[src/rtl/control_unit_if.sv]
// Bus between the control unit, its instruction ROM and the datapath.
// Master is the control unit; slave is the ROM/datapath side.
interface control_unit_if #(parameter int PC_W = 7);
  logic [15:0]     instr_data;
  logic [PC_W-1:0] pc_addr;
  logic [15:0]     ir;
  logic [3:0]      state;
  logic            halted;
  logic [7:0]      d_addr;
  logic            d_wr;
  logic            rf_s;
  logic [3:0]      rf_w_addr;
  logic            rf_w_en;
  logic [3:0]      rf_ra_addr;
  logic [3:0]      rf_rb_addr;
  logic [2:0]      alu_s0;
  logic            illegal;

  modport master (
    input  instr_data,
    output pc_addr, ir, state, halted, d_addr, d_wr, rf_s, rf_w_addr,
           rf_w_en, rf_ra_addr, rf_rb_addr, alu_s0, illegal
  );

  modport slave (
    output instr_data,
    input  pc_addr, ir, state, halted, d_addr, d_wr, rf_s, rf_w_addr,
           rf_w_en, rf_ra_addr, rf_rb_addr, alu_s0, illegal
  );
endinterface

[src/rtl/control_unit.sv]
// Fetch/decode/execute sequencer for the six-instruction processor (Moore FSM).
// Define CU_ILLEGAL_TRAP_EN to trap opcodes 6-15 into Halt with Illegal set.
module control_unit #(
  parameter int PC_W = 7
) (
  input  logic           clk,
  input  logic           rst,
  control_unit_if.master bus
);

  typedef enum logic [3:0] {
    S_INIT   = 4'd0,
    S_FETCH  = 4'd1,
    S_DECODE = 4'd2,
    S_NOOP   = 4'd3,
    S_LOAD_A = 4'd4,
    S_LOAD_B = 4'd5,
    S_STORE  = 4'd6,
    S_ADD    = 4'd7,
    S_SUB    = 4'd8,
    S_HALT   = 4'd9
  } state_t;

  state_t          state_q, state_d;
  logic [PC_W-1:0] pc_q;
  logic [15:0]     ir_q;
  logic [3:0]      opcode;

  assign opcode = bus.instr_data[15:12];

  // ROM data is only valid in Decode, so IR capture and PC advance happen on that exit edge
  always_ff @(posedge clk or posedge rst) begin
    if (rst) begin
      state_q <= S_INIT;
      pc_q    <= '0;
      ir_q    <= '0;
    end else begin
      state_q <= state_d;
      if (state_q == S_DECODE) begin
        ir_q <= bus.instr_data;
        pc_q <= pc_q + 1'b1;
      end
    end
  end

`ifdef CU_ILLEGAL_TRAP_EN
  logic illegal_q;

  always_ff @(posedge clk or posedge rst) begin
    if (rst) begin
      illegal_q <= 1'b0;
    end else if (state_q == S_DECODE && opcode > 4'd5) begin
      illegal_q <= 1'b1;
    end
  end

  assign bus.illegal = illegal_q;
`else
  assign bus.illegal = 1'b0;
`endif

  always_comb begin
    state_d = state_q;
    case (state_q)
      S_INIT:   state_d = S_FETCH;
      S_FETCH:  state_d = S_DECODE;
      S_DECODE: begin
        case (opcode)
          4'd0:    state_d = S_NOOP;
          4'd1:    state_d = S_STORE;
          4'd2:    state_d = S_LOAD_A;
          4'd3:    state_d = S_ADD;
          4'd4:    state_d = S_SUB;
          4'd5:    state_d = S_HALT;
`ifdef CU_ILLEGAL_TRAP_EN
          default: state_d = S_HALT;
`else
          default: state_d = S_NOOP;
`endif
        endcase
      end
      S_LOAD_A: state_d = S_LOAD_B;
      S_NOOP, S_LOAD_B, S_STORE, S_ADD, S_SUB: state_d = S_FETCH;
      S_HALT:   state_d = S_HALT;
      default:  state_d = S_INIT;
    endcase
  end

  always_comb begin
    bus.d_addr     = 8'd0;
    bus.d_wr       = 1'b0;
    bus.rf_s       = 1'b0;
    bus.rf_w_addr  = 4'd0;
    bus.rf_w_en    = 1'b0;
    bus.rf_ra_addr = 4'd0;
    bus.rf_rb_addr = 4'd0;
    bus.alu_s0     = 3'd0;
    case (state_q)
      S_STORE: begin
        bus.d_addr     = ir_q[11:4];
        bus.rf_ra_addr = ir_q[3:0];
        bus.d_wr       = 1'b1;
      end
      S_LOAD_A: bus.d_addr = ir_q[11:4];
      S_LOAD_B: begin
        bus.d_addr    = ir_q[11:4];
        bus.rf_s      = 1'b1;
        bus.rf_w_addr = ir_q[3:0];
        bus.rf_w_en   = 1'b1;
      end
      S_ADD, S_SUB: begin
        bus.rf_ra_addr = ir_q[11:8];
        bus.rf_rb_addr = ir_q[7:4];
        bus.rf_w_addr  = ir_q[3:0];
        bus.rf_w_en    = 1'b1;
        bus.alu_s0     = (state_q == S_ADD) ? 3'd1 : 3'd2;
      end
      default: ;
    endcase
  end

  assign bus.pc_addr = pc_q;
  assign bus.ir      = ir_q;
  assign bus.state   = state_q;
  assign bus.halted  = (state_q == S_HALT);

endmodule

[src/flat_wrapper.sv]
// flat-port wrapper written by rule: the top's interface ports become plain ports
module control_unit_flat 
#(
  parameter int PC_W = 7
)
  (clk, rst, bus_instr_data, bus_pc_addr, bus_ir, bus_state, bus_halted, bus_d_addr, bus_d_wr, bus_rf_s, bus_rf_w_addr, bus_rf_w_en, bus_rf_ra_addr, bus_rf_rb_addr, bus_alu_s0, bus_illegal);
  control_unit_if #(.PC_W(PC_W)) bus_i ();
  input  logic clk;
  input  logic rst;
  input wire logic [$bits(bus_i.instr_data)-1:0] bus_instr_data;
  output wire logic [$bits(bus_i.pc_addr)-1:0] bus_pc_addr;
  output wire logic [$bits(bus_i.ir)-1:0] bus_ir;
  output wire logic [$bits(bus_i.state)-1:0] bus_state;
  output wire logic [$bits(bus_i.halted)-1:0] bus_halted;
  output wire logic [$bits(bus_i.d_addr)-1:0] bus_d_addr;
  output wire logic [$bits(bus_i.d_wr)-1:0] bus_d_wr;
  output wire logic [$bits(bus_i.rf_s)-1:0] bus_rf_s;
  output wire logic [$bits(bus_i.rf_w_addr)-1:0] bus_rf_w_addr;
  output wire logic [$bits(bus_i.rf_w_en)-1:0] bus_rf_w_en;
  output wire logic [$bits(bus_i.rf_ra_addr)-1:0] bus_rf_ra_addr;
  output wire logic [$bits(bus_i.rf_rb_addr)-1:0] bus_rf_rb_addr;
  output wire logic [$bits(bus_i.alu_s0)-1:0] bus_alu_s0;
  output wire logic [$bits(bus_i.illegal)-1:0] bus_illegal;
  assign bus_i.instr_data = bus_instr_data;
  assign bus_pc_addr = bus_i.pc_addr;
  assign bus_ir = bus_i.ir;
  assign bus_state = bus_i.state;
  assign bus_halted = bus_i.halted;
  assign bus_d_addr = bus_i.d_addr;
  assign bus_d_wr = bus_i.d_wr;
  assign bus_rf_s = bus_i.rf_s;
  assign bus_rf_w_addr = bus_i.rf_w_addr;
  assign bus_rf_w_en = bus_i.rf_w_en;
  assign bus_rf_ra_addr = bus_i.rf_ra_addr;
  assign bus_rf_rb_addr = bus_i.rf_rb_addr;
  assign bus_alu_s0 = bus_i.alu_s0;
  assign bus_illegal = bus_i.illegal;
  control_unit #(.PC_W(PC_W)) u_core (.clk(clk), .rst(rst), .bus(bus_i));
endmodule
[config.mk]
export PLATFORM = sky130hd
export DESIGN_NAME = control_unit_flat
export DESIGN_NICKNAME = d
export VERILOG_FILES = /design/src/rtl/control_unit_if.sv /design/src/rtl/control_unit.sv /design/src/flat_wrapper.sv
export SDC_FILE = /design/constraint.sdc
export NUM_CORES = 1
export LEC_CHECK = 0
export ABC_AREA = 1
export BUFFER_PORTS_ARGS = -buffer_cell sky130_fd_sc_hd__clkbuf_2
export CORE_ASPECT_RATIO = 1.5
export CORE_MARGIN = 2
export CORE_UTILIZATION = 48
export DETAILED_ROUTE_END_ITERATION = 7
export PLACE_DENSITY = 0.84
export RECOVER_POWER = 50
export SETUP_SLACK_MARGIN = 0.02
export SYNTH_ARGS = -nofsm -noshare
export SYNTH_HDL_FRONTEND = slang
export SYNTH_SLANG_ARGS = --single-unit
export TNS_END_PERCENT = 10
[constraint.sdc]
create_clock -name clk -period 1.9 [get_ports clk]
set_input_delay 0.38 -clock clk [delete_from_list [all_inputs] [get_ports clk]]
set_output_delay 0.38 -clock clk [all_outputs]
set_load 0.005 [all_outputs]
[Yosys cells after proc, flatten, opt, wreduce, memory -nomap -nowiden]
Index checks and enable logic that the tools add are counted.
Word-level totals
  register bits after elaboration: 27
  input bits: 18
  output and inout port bits: 55
  logic and storage cells: 34
Cells by class
  add/subtract/negate cells: 1
  eq/ne operators: 14
  muxes and demuxes: 11
  reductions and logical operators: 5
Operators with widths (number)
  one-hot mux 4 bit (5 select lines): 2
  equality test 4 x 3 -> 1 bit, second input constant: 6
  equality test 4 x 2 -> 1 bit, second input constant: 4
  equality test 4 x 1 -> 1 bit, second input constant: 2
  equality test 4 bit, second input constant: 2
  two-way mux 4 bit: 2
  two-way mux 8 bit: 1
  one-hot mux 4 bit (2 select lines): 1
  adder 7 x 1 -> 7 bit, second input constant: 1
  OR reduction 3 bit: 2
  OR reduction 6 bit: 1
  logical NOT 4 bit: 1
  two-way mux 1 bit: 3
  two-way mux 3 bit: 1
  two-way mux 2 bit: 1
  OR reduction 2 bit: 1

[Depth between registers and ports, before layout]
  depth in word-level cells: 3
  depth in mapped cells: 7
  depth with buffers taken out: 7

[Worst setup path after synthesis]
No wires, ideal clock.
  path type: reg-to-output
  from: register u_core.state_q[3] (netlist: u_core.bus.state[3])
  to: output port bus_rf_ra_addr[0]
  arrival: 1.036 ns
  data required time: 1.520 ns
  setup slack: 0.484 ns
  cell stages (with the launch flop): 6
  buffers on the path: 0
  cells stage by stage: dfrtp_1 -> nor2_4 -> nand3_2 -> nand2_1 -> nand2_1 -> o21ai_0
On the way
  longest elaborated chain between the ends: 3
  elaborated cells on any way between the ends: 5
  classes of those cells: eq/ne: 3; mux: 1; reduce/logical: 1
RTL lines
  start, declared: RTL line control_unit.sv:24  | state_t state_q, state_d;
  start signal, assigned: RTL line control_unit.sv:38  | state_q <= state_d;
  equality test 4 bit / equality test 4 x 3 -> 1 bit (equally long branches): RTL line control_unit.sv:98  | case (state_q)
  OR reduction 2 bit
  one-hot mux 4 bit (2 select lines) *: RTL line control_unit.sv:98
  end, declared: RTL line flat_wrapper.sv:20  | output wire logic [$bits(bus_i.rf_ra_addr)-1:0] bus_rf_ra_addr;
Every way passes the cells marked *; elsewhere a longest branch is shown, timed or not.

[Final worst setup path]
  from: register u_core.state_q[1] (netlist: u_core.bus.state[1])
  to: output port bus_rf_ra_addr[3]
Same word-level chain as after synthesis.

==> summary.md <==
| Metric | Value |
|---|---|
| Outcome | finished, final reports clean |
| Worst slack at placement | 0.240 ns |
| Cell-by-cell trace of the critical path | inv_4 -> nand4_4 -> nand2_4 -> nand2_1 -> o21ai_1 -> buf_2 |
| Buffering stage count on the worst path with inverters included | 2 |
| Final core occ | 67.7% |
| Worst hold slack across all endpoints | 0.317 ns |
| Kind of end point of the critical path | primary output |
| Max Fclk | 543 MHz |
| Leakage Power | 1.15 nW |
| Worst-path clk slew | 0.09 ns |
| Maximum number of pins on one net before global-route repair | 30 |
| Final Slew Violations | 0 |
| Die Ht | 71.2 um |
| Instance count after placement with tap cells included | 300 |
| IR drop worst, VDD | 0.773 mV |
| Power density over the cells | 1320 nW/um2 |
| Number of storage elements in the synthesis netlist | 27 |
| WL per Instance | 11.4 um |
| Unrepaired setup endpoints after global routing | yes |
| First DRT Iteration DRCs | 44 |
| Startpoint of the worst register-to-register path | u_core.bus.state[0] |
| Routability Congestion | 0.797 |
| Max-capacitance violation count | 0 |
| Vias in the first global route | 1,319 |
| Timing endpoint of the critical path | bus_rf_ra_addr[3] |
| Setup TNS after final layout | 0 ns |
| Source-to-sink clock delay at the later pin of the worst-skew pair | 0.27 ns |
| Final period utilization | 96.9% |
| Crit path depth | 6 |
| Library cell with the largest summed area after synthesis | sky130_fd_sc_hd__dfrtp_1 |
| Post-route antenna net violation count | 0 |
| Clock sink total | 27 |
| Count of mapped cells out of synthesis | 193 |
| Critical path origin | u_core.bus.state[1] |
| Total wire length | 3490 um |
| Clock tree from TritonCTS | done |
| Endpoints failing setup | 0 |
| Share of layout cells above drive strength 1 | 35.8% |
| Global-route wire length before repair | 5550 um |
| Buffers added on ports | 70 |
| Tightest Hold Check Type | in -> reg |
| Synth-to-layout area growth | 35.0% |
| Number of antenna violations at the first check in global routing | 0 |
| Overall power consumption | 2.58 mW |
| Kind of launch point of the worst setup path | flop |
| Placeable core region | 2880 um2 |
| Normalized max-slew margin | 5.41% |
| Total standard cell area after synthesis | 1450 um2 |
| CP peak stage delay | 0.46 ns |
| Cell variety after synth | 23 |
| Maximum clock insertion buffer count | 2 |
| I/O pin total | 73 |
| Endpoint of the worst-slack reg-to-reg timing path | u_core.bus.ir[11] |
| Transition time of the tightest slew-check pin | 1.42 ns |
| Die outline area | 3470 um2 |
| Detailed-route DRC error count | 0 |
| Layout Cells excl Fill | 307 |
| Number of cells on the worst reg-to-reg path | 7 |
| Routed vias | 1,442 |
| Family of cells with the greatest summed delay on the critical path | flip-flops |
| Clock buffer count from CTS | 3 |
| Critical-path top delay cell | sky130_fd_sc_hd__dfrtp_2 |
| Number of placement rows | 24 |
| Post-DP Area | 1830 um2 |
| Post-route cell area | 1950 um2 |
| Pre-antenna DRT Iters | 4 |
| Clock root buffer | sky130_fd_sc_hd__clkbuf_8 |
| DPL Wire Length | 2600 um |
| Crit Path Category | reg -> out |
| Worst clock skew on the final layout | 0.00234 ns |
| Global Route Usage Sum | 20.1% |
| Number of endpoints with negative hold slack in the final report | 0 |
| Width of the die | 48.8 um |
| Number of warning messages in the yosys log | 0 |
| Fill cell count | 283 |
| Arrival time at the worst endpoint | 1.46 ns |
| Smallest setup slack after layout | 0.0592 ns |
| Mean instance size in the synthesized netlist | 7.49 um2 |
| Post-detailed-route via-to-cell ratio | 4.70 |
| Synth top area share | 46.8% |
| Sequential fraction of the synthesis area | 46.8% |
| Minimum clock period | 1.84 ns |
| H-tree lvl count | 1 |
| Initial standard-cell utilization of the core | 50.1% |
| Congestion Overflow GR | 0 |
| # diodes | 0 |
| Ranking of synthesized cells by area | sky130_fd_sc_hd__dfrtp_1 47%, sky130_fd_sc_hd__nand2_1 15%, sky130_fd_sc_hd__inv_1 8.1%, sky130_fd_sc_hd__o21ai_1 5.5%, sky130_fd_sc_hd__nor2_1 3.9% |
| Critical path fanouts, max | 8 |
| Number of nets in the finished design | 288 |
| Req. time, crit path | 1.52 ns |
| Slack of the worst reg-to-reg path | 0.41 ns |
cell usage after synthesis:
library cell / n
sky130_fd_sc_hd__nand2_4: 1
sky130_fd_sc_hd__nand2_1: 59
sky130_fd_sc_hd__buf_2: 3
sky130_fd_sc_hd__nor2_1: 15
sky130_fd_sc_hd__dfrtp_1: 27
sky130_fd_sc_hd__buf_4: 3
sky130_fd_sc_hd__o21ai_2: 1
sky130_fd_sc_hd__a21oi_1: 4
sky130_fd_sc_hd__xnor2_1: 1
sky130_fd_sc_hd__inv_2: 3
sky130_fd_sc_hd__ha_1: 1
sky130_fd_sc_hd__nand4_2: 1
sky130_fd_sc_hd__o21ai_0: 6
sky130_fd_sc_hd__o21ai_1: 16
sky130_fd_sc_hd__xor2_1: 3
sky130_fd_sc_hd__nand3b_1: 1
sky130_fd_sc_hd__nor2_2: 1
sky130_fd_sc_hd__inv_1: 31
sky130_fd_sc_hd__nand4_1: 1
sky130_fd_sc_hd__conb_1: 1
sky130_fd_sc_hd__nand3_2: 2
sky130_fd_sc_hd__nor2_4: 2
sky130_fd_sc_hd__nand3_1: 10
registers in the layout (all words and copies together) (netlist names):
name	flops
u_core.bus.ir	16
u_core.bus.pc_addr	7
u_core.bus.state	4
what timing repair did:
item                                    CTS  global route
endpoints found under the setup margin    8            16
pin swaps                                 1             4
hold buffers                              0             0
setup buffers                             2             1
gates resized for setup                   6            14
layout by cell type (no fill, tap or decap):
master / count
sky130_fd_sc_hd__nor2_4: 2
sky130_fd_sc_hd__o21ai_1: 19
sky130_fd_sc_hd__nand2_1: 56
sky130_fd_sc_hd__buf_2: 4
sky130_fd_sc_hd__nor2_2: 2
sky130_fd_sc_hd__clkinvlp_4: 1
sky130_fd_sc_hd__nand2_4: 2
sky130_fd_sc_hd__nand2_2: 2
sky130_fd_sc_hd__buf_4: 5
sky130_fd_sc_hd__inv_4: 1
sky130_fd_sc_hd__nand4_4: 1
sky130_fd_sc_hd__xor2_1: 3
sky130_fd_sc_hd__o21ai_4: 1
sky130_fd_sc_hd__dfrtp_1: 25
sky130_fd_sc_hd__inv_2: 3
sky130_fd_sc_hd__nand3_4: 2
sky130_fd_sc_hd__a21oi_1: 4
sky130_fd_sc_hd__nand3_1: 10
sky130_fd_sc_hd__clkbuf_1: 2
sky130_fd_sc_hd__nand3b_1: 1
sky130_fd_sc_hd__dfrtp_2: 2
sky130_fd_sc_hd__clkbuf_8: 3
sky130_fd_sc_hd__nand4_1: 1
sky130_fd_sc_hd__clkbuf_2: 65
sky130_fd_sc_hd__inv_1: 30
sky130_fd_sc_hd__ha_1: 1
sky130_fd_sc_hd__o21ai_0: 3
sky130_fd_sc_hd__conb_1: 2
sky130_fd_sc_hd__nor2_1: 14
sky130_fd_sc_hd__xnor2_1: 1
how the worst min path moves through the flow:
stage,start,depth (start not counted),endpoint
after detailed placement,rst,3,u_core.bus.ir[2]
after CTS,rst,3,u_core.bus.pc_addr[4]
final,bus_instr_data[4],3,u_core.bus.ir[4]
after global routing,bus_instr_data[4],3,u_core.bus.ir[4]
after floorplan,rst,1,u_core.bus.ir[0]
after global placement,rst,3,u_core.bus.ir[2]
kinds of logic (layout without fill, tap and decap cells):
group	after synthesis	count (layout)	synth area share [%]
AOI/OAI and AO/OA	27	27	9.61
xor gates and xnor gates	4	4	2.42
DFF	27	27	46.8
other	1	2	0.259
and+or+nand+nor	93	93	28.7
adders and majority gates	1	1	0.866
buffers and inverters	40	114	11.4
final cells by class:
class | count | area (um2) | area share, %
clock buffers | 3 | 41.3 | 2.12
clock inverters | 1 | 7.51 | 0.385
inverters | 34 | 130 | 6.67
multi-input cells | 127 | 654 | 33.5
flip-flops and latches | 27 | 678 | 34.8
well taps | 39 | 48.8 | 2.50
repair buffers | 76 | 390 | 20.0
power by group:
| group | leakage [nW] | internal (mW) | switching (mW) |
|---|---|---|---|
| registers | 0.336 | 0.830 | 0.226 |
| clock network | 0.0217 | 0.149 | 0.179 |
| logic | 0.789 | 0.491 | 0.702 |
| total | 1.15 | 1.47 | 1.11 |
worst register-to-register path, stage by stage (launching register included):
cell	delay, ns
sky130_fd_sc_hd__dfrtp_1	0.42
sky130_fd_sc_hd__buf_4	0.17
sky130_fd_sc_hd__nor2_4	0.13
sky130_fd_sc_hd__nand2_4	0.15
sky130_fd_sc_hd__inv_2	0.09
sky130_fd_sc_hd__buf_4	0.28
sky130_fd_sc_hd__nand2_1	0.09
sky130_fd_sc_hd__o21ai_1	0.09
per-layer routing:
| layer | GRT usage, % | vias to the layer above | wire (um) |
|---|---|---|---|
| met2 | 37.9 | 45 | 1870 |
| li1 | - | 733 | - |
| met1 | 22.6 | 658 | 1360 |
| met3 | 4.01 | 6 | 204 |
| met4 | 5.71 | 0 | 44 |
| met5 | 0 | - | 0 |
No activity file was read; power rests on OpenSTA's default activity.
